`src/rtl/ifetch_wb_master.sv`:
```
// Instruction-fetch Wishbone master: turns per-cycle fetch requests into single
// classic Wishbone reads, stalls the pipeline until ack, and aborts hung fetches.
module ifetch_wb_master #(
    parameter int unsigned TIMEOUT  = 16,
    parameter logic [31:0] NOP_WORD = 32'h0000_0000
) (
    input  logic        wb_clk_i,
    input  logic        wb_rst_i,
    input  logic        cpu_ce_i,
    input  logic [31:0] cpu_addr_i,
    output logic [31:0] cpu_data_o,
    input  logic [5:0]  stall_i,
    input  logic        flush_i,
    output logic        stallreq_o,
    output logic        err_o,
    output logic [31:0] wb_adr_o,
    output logic [31:0] wb_dat_o,
    output logic [3:0]  wb_sel_o,
    output logic        wb_we_o,
    output logic        wb_stb_o,
    output logic        wb_cyc_o,
    input  logic [31:0] wb_dat_i,
    input  logic        wb_ack_i
);

    typedef enum logic [1:0] {
        IDLE       = 2'd0,
        BUSY       = 2'd1,
        WAIT_STALL = 2'd2
    } state_t;

    localparam logic [7:0] TMO_LAST = 8'(TIMEOUT - 1);

    state_t      state;
    state_t      state_nxt;
    logic        cyc_q;
    logic [31:0] rd_buf;
    logic [7:0]  tmo_cnt;

    logic        stallreq;
    logic [31:0] cpu_data;
    logic        fetch_start;
    logic        fetch_done;
    logic        fetch_abort;
    logic [31:0] buf_val;

    // Only the if-stage stall bit matters to this block.
    logic        unused_stall;
    assign unused_stall = ^{stall_i[5:2], stall_i[0]};

    // NOTE: every always_comb output gets a default first so no path leaves it
    // unassigned, which would otherwise infer a latch.
    always_comb begin
        state_nxt   = state;
        stallreq    = 1'b0;
        cpu_data    = NOP_WORD;
        fetch_start = 1'b0;
        fetch_done  = 1'b0;
        fetch_abort = 1'b0;
        buf_val     = wb_dat_i;

        case (state)
            IDLE: begin
                if (cpu_ce_i && !flush_i) begin
                    stallreq    = 1'b1;
                    fetch_start = 1'b1;
                    state_nxt   = BUSY;
                end
            end
            BUSY: begin
                if (flush_i) begin
                    state_nxt = IDLE;
                end else if (wb_ack_i) begin
                    cpu_data   = wb_dat_i;
                    fetch_done = 1'b1;
                end else if (tmo_cnt == TMO_LAST) begin
                    // A hung fetch completes as if the slave had returned a NOP.
                    buf_val     = NOP_WORD;
                    fetch_done  = 1'b1;
                    fetch_abort = 1'b1;
                end else begin
                    stallreq = 1'b1;
                end
                if (fetch_done) begin
                    state_nxt = stall_i[1] ? WAIT_STALL : IDLE;
                end
            end
            WAIT_STALL: begin
                cpu_data = rd_buf;
                if (!stall_i[1] || flush_i) begin
                    state_nxt = IDLE;
                end
            end
            default: state_nxt = IDLE;
        endcase
    end

    // NOTE: sequential state uses non-blocking assignments so every flop
    // samples the pre-edge values, independent of statement order.
    always_ff @(posedge wb_clk_i or negedge wb_rst_i) begin
        if (!wb_rst_i) begin
            state    <= IDLE;
            cyc_q    <= 1'b0;
            wb_adr_o <= '0;
            rd_buf   <= '0;
            tmo_cnt  <= '0;
            err_o    <= 1'b0;
        end else begin
            state <= state_nxt;
            err_o <= fetch_abort;
            if (fetch_start) begin
                wb_adr_o <= cpu_addr_i;
                cyc_q    <= 1'b1;
                tmo_cnt  <= '0;
            end else if (state == BUSY) begin
                if (state_nxt != BUSY) begin
                    cyc_q <= 1'b0;
                end else begin
                    tmo_cnt <= tmo_cnt + 8'd1;
                end
            end
            if (fetch_done) begin
                rd_buf <= buf_val;
            end
        end
    end

    // Reset forces the state to IDLE, but IDLE still reflects cpu_ce_i, so gate it.
    assign stallreq_o = stallreq & wb_rst_i;
    assign cpu_data_o = cpu_data;

    assign wb_stb_o = cyc_q;
    assign wb_cyc_o = cyc_q;
    assign wb_sel_o = {4{cyc_q}};
    assign wb_we_o  = 1'b0;
    assign wb_dat_o = '0;

endmodule

```
`config.mk`:
```
export PLATFORM = sky130hd
export DESIGN_NAME = ifetch_wb_master
export DESIGN_NICKNAME = d
export VERILOG_FILES = /design/src/rtl/ifetch_wb_master.sv
export SDC_FILE = /design/constraint.sdc
export NUM_CORES = 1
export LEC_CHECK = 0
export BUFFER_PORTS_ARGS = -buffer_cell sky130_fd_sc_hd__buf_4
export CELL_PAD_IN_SITES_DETAIL_PLACEMENT = 2
export CELL_PAD_IN_SITES_GLOBAL_PLACEMENT = 2
export CORE_ASPECT_RATIO = 1.4
export CORE_MARGIN = 10
export CORE_UTILIZATION = 26
export CTS_CLUSTER_DIAMETER = 150
export DETAILED_ROUTE_END_ITERATION = 10
export PLACE_DENSITY_LB_ADDON = 0.1
export REMOVE_ABC_BUFFERS = 1
export SYNTH_ARGS = -nofsm -noshare
export SYNTH_HDL_FRONTEND = slang
export SYNTH_SLANG_ARGS = --single-unit
```
`constraint.sdc`:
```
create_clock -name wb_clk_i -period 2.9 [get_ports wb_clk_i]
set_input_delay 0.58 -clock wb_clk_i [delete_from_list [all_inputs] [get_ports wb_clk_i]]
set_output_delay 0.58 -clock wb_clk_i [all_outputs]
set_load 0.005 [all_outputs]
```
==> out/metrics.yaml <==
cells_and_area:
  layout_common_cells: "148 x buf_4, 100 x nand2_1, 76 x dfrtp_1, 33 x conb_1"
  diodes: 0
  nFillCells: 1643
  final_net_count: 612
  area_delta_synth_final_pct: 37.56
  final_common_cell: "buf_4"
  layout-drive-gt1-share_pct: 31.84
detailed_routing:
  routed.top_layer: "met4"
  drt_iter0_drc: 124
  met2_length_um: 6746
  vias_per_cell: 4.647
  drc: 0
  wl_um: 13380
  firstDrtPassIters: 4
  met1_length_um: 5047
  via_count: 3374
  antenna_left: 0
  post_drt_wl_per_cell_um: 18.42
  route.met3.wl_um: 1397
floorplan:
  coreArea_mm2: 0.01444
  ios: 180
  placementRows: 52
  fp.dieW_um: 122.6
  die_h_um: 163.6
  start_util_pct: 26.52
  dieArea_mm2: 0.02006
timing:
  grt_setup_unrepaired: "false"
  slew_headroom_pct: 40.16
  setup_viol: 0
  hold_viol: 0
  slew_violations: 0
  tightest_slew_ps: 897.7
  fin_skew_ps: 7.092
  period_share_pct: 91.60
  fin_crit_ps: 2656
  fmax_mhz: 376.4
  setup_tns_ps: 0
  layout_setup_ws_ps: 243.5
logic_synthesis:
  yosysTopAreaCell: "dfrtp_1"
  syn-cell-area_mm2: 0.003831
  ys.warnings.count: 0
  seq_area_frac_synth_pct: 49.64
  postSynthCellCount: 403
  syn_area_per_cell_um2: 9.507
  synthTopCellsByArea: "dfrtp_1 50%, nand2_1 9.8%, buf_4 7.4%, a22o_1 7.3%, a22oi_1 6.3%"
  ys_seq_elements: 76
  synth_top_area_share_pct: 49.64
  ys_types: 33
global_routing:
  grt_max_degree: 66
  grt_usage_pct: 12.81
  antenna_found_initial: 0
  grt_pass1_wl_um: 20690
  gr-total-overflow: 0
  grt_pass1_vias: 3823
power_and_ir_drop:
  clockPowerShare_pct: 23.5
  p_sw_mw: 1.556
  ir_drop_mv: 0.3293
  pwr-share-comb_pct: 37.0
  power_density_mw_per_mm2: 860.3
  leakagePower_nw: 2.608
  seqPwrFrac_pct: 39.4
  netSwitchingFraction_pct: 34.32
  p_int_mw: 2.978
clock_tree:
  clk_pin_slew_ps: 60
  clock-sinks: 76
  root_buffer: "clkbuf_16"
  tritoncts: "built"
  clk_latency_ps: 330
  cts_max_level: 3
  clockBufferDepth: 2
  hold_buffers: 0
  cts_buffers: 9
critical_path:
  startpoint_type: "register"
  endpoint_kind: "output pin"
  worstPathMaxFanout: 16
  slowest_delay_ps: 430
  slowest_stage: "dfrtp_1"
  crit_chain: "inv_1 > ha_1 > nor2b_2 > and2_4 > buf_12 > a22oi_1 > nor2b_1 > buf_4"
  critPathKind: "reg2out"
  required_ps: 2320
  cp.arrival_ps: 2080
place:
  place_hpwl_um: 9306
  gp_congestion: 0.7271
  io_buffer_count: 141
  post-place-ws_ps: 247.5
min_path:
  holdCritPathClass: "in2async"
job:
  maxCapViolCount: 0
outcome:
  status: "finished clean"
-- registers in the layout, summed over array words and instances (netlist names) --
name,flops
err_o,1
rd_buf,32
state,2
tmo_cnt,8
wb_adr_o,32
wb_cyc_o,1
-- through the flow --
stage               cell area [um2]  utilization, %  std cells  hold WS [ps]  power, mW
global route                   5270           36.49        726         80.22      4.918
global placement               4933           34.16        708         436.8      3.432
CTS                            5216           36.11        724         73.35      4.621
floorplan                      3565               -        370         284.4      2.546
detailed placement             4933           34.16        708         441.6      3.497
finish                         5270           36.49        726         82.53      4.534
-- per-layer routing --
layer | vias up | track usage [%]
met5 | - | 0
met4 | 0 | 4.672
met3 | 12 | 5.771
met2 | 113 | 22.01
met1 | 1677 | 13.42
li1 | 1572 | -
-- kinds of logic (layout without fill, tap and decap cells) --
family,Yosys count,count (layout),synth area share (%)
other cells,1,33,0.09788
simple gates,160,160,19.82
compound gates,90,90,18.13
flops,76,76,49.64
fa+ha+maj,5,5,1.633
buf+inv,71,173,10.68
-- power groups by stage --
stage               combinational (mW)  clock [mW]  sequential (mW)
floorplan                        0.777           0             1.77
global placement                  1.66           0             1.77
detailed placement                1.70           0             1.80
CTS                               1.71        1.12             1.79
global route                      1.90        1.16             1.86
finish                            1.68        1.07             1.79
-- cells in the mapped netlist --
master     count
a211o_1        2
nor2b_1       33
nand3_1        5
o31ai_1        7
nand2_1      100
or3b_4         1
a21oi_1        9
buf_4         38
nand4_1        2
and3_1         1
or3_1          1
a31oi_1        2
and2_1         1
a22o_1        32
inv_1          6
o211a_1        1
nor4_2         1
a21o_1         1
and3b_1        1
a22oi_1       32
o2111ai_1      1
buf_1          2
dfrtp_1       76
o21ai_0        1
conb_1         1
nand2b_1       3
clkbuf_1      25
and4b_1        1
o211ai_1       1
or4_1          6
a21boi_0       1
nor2_1         4
ha_1           5
-- worst max-delay path: cells and delay by family (launching register included) --
family	cells	cell delay, ps
AND/OR/NAND/NOR	3	600
buffers and inverters	3	420
adder cells (fa/ha/maj)	1	210
AO/OA/AOI/OAI	1	80
flip-flops	1	430
-- what timing repair did --
item,CTS,global route
setup endpoints to repair,0,32
buffers inserted,0,0
resized for setup,0,2
-- final timing paths --
check | from | endpoint | slack [ps] | depth (start not counted)
max reg2reg | state[1] | tmo_cnt[7] | 250 | 7
min reg2reg | wb_adr_o[27] | wb_adr_o[27] | 480 | 2
max in group asynchronous | wb_rst_i | wb_adr_o[12] | 1680 | 2
min | wb_rst_i | rd_buf[15] | 80 | 1
max | state[1] | cpu_data_o[14] | 240 | 8
min in group wb_clk_i | cpu_addr_i[24] | wb_adr_o[24] | 430 | 3
-- area by class of cell --
cell class / count / area [um2] / area share, %
well taps: 189 / 236.5 / 4.487
multi-input cells: 288 / 1645 / 31.22
repair buffers: 151 / 1181 / 22.41
flip-flops and latches: 76 / 1902 / 36.09
inverters: 6 / 22.52 / 0.4274
clock inverters: 7 / 57.56 / 1.092
clock buffers: 9 / 225.2 / 4.274
(Power assumes the default switching activity.)
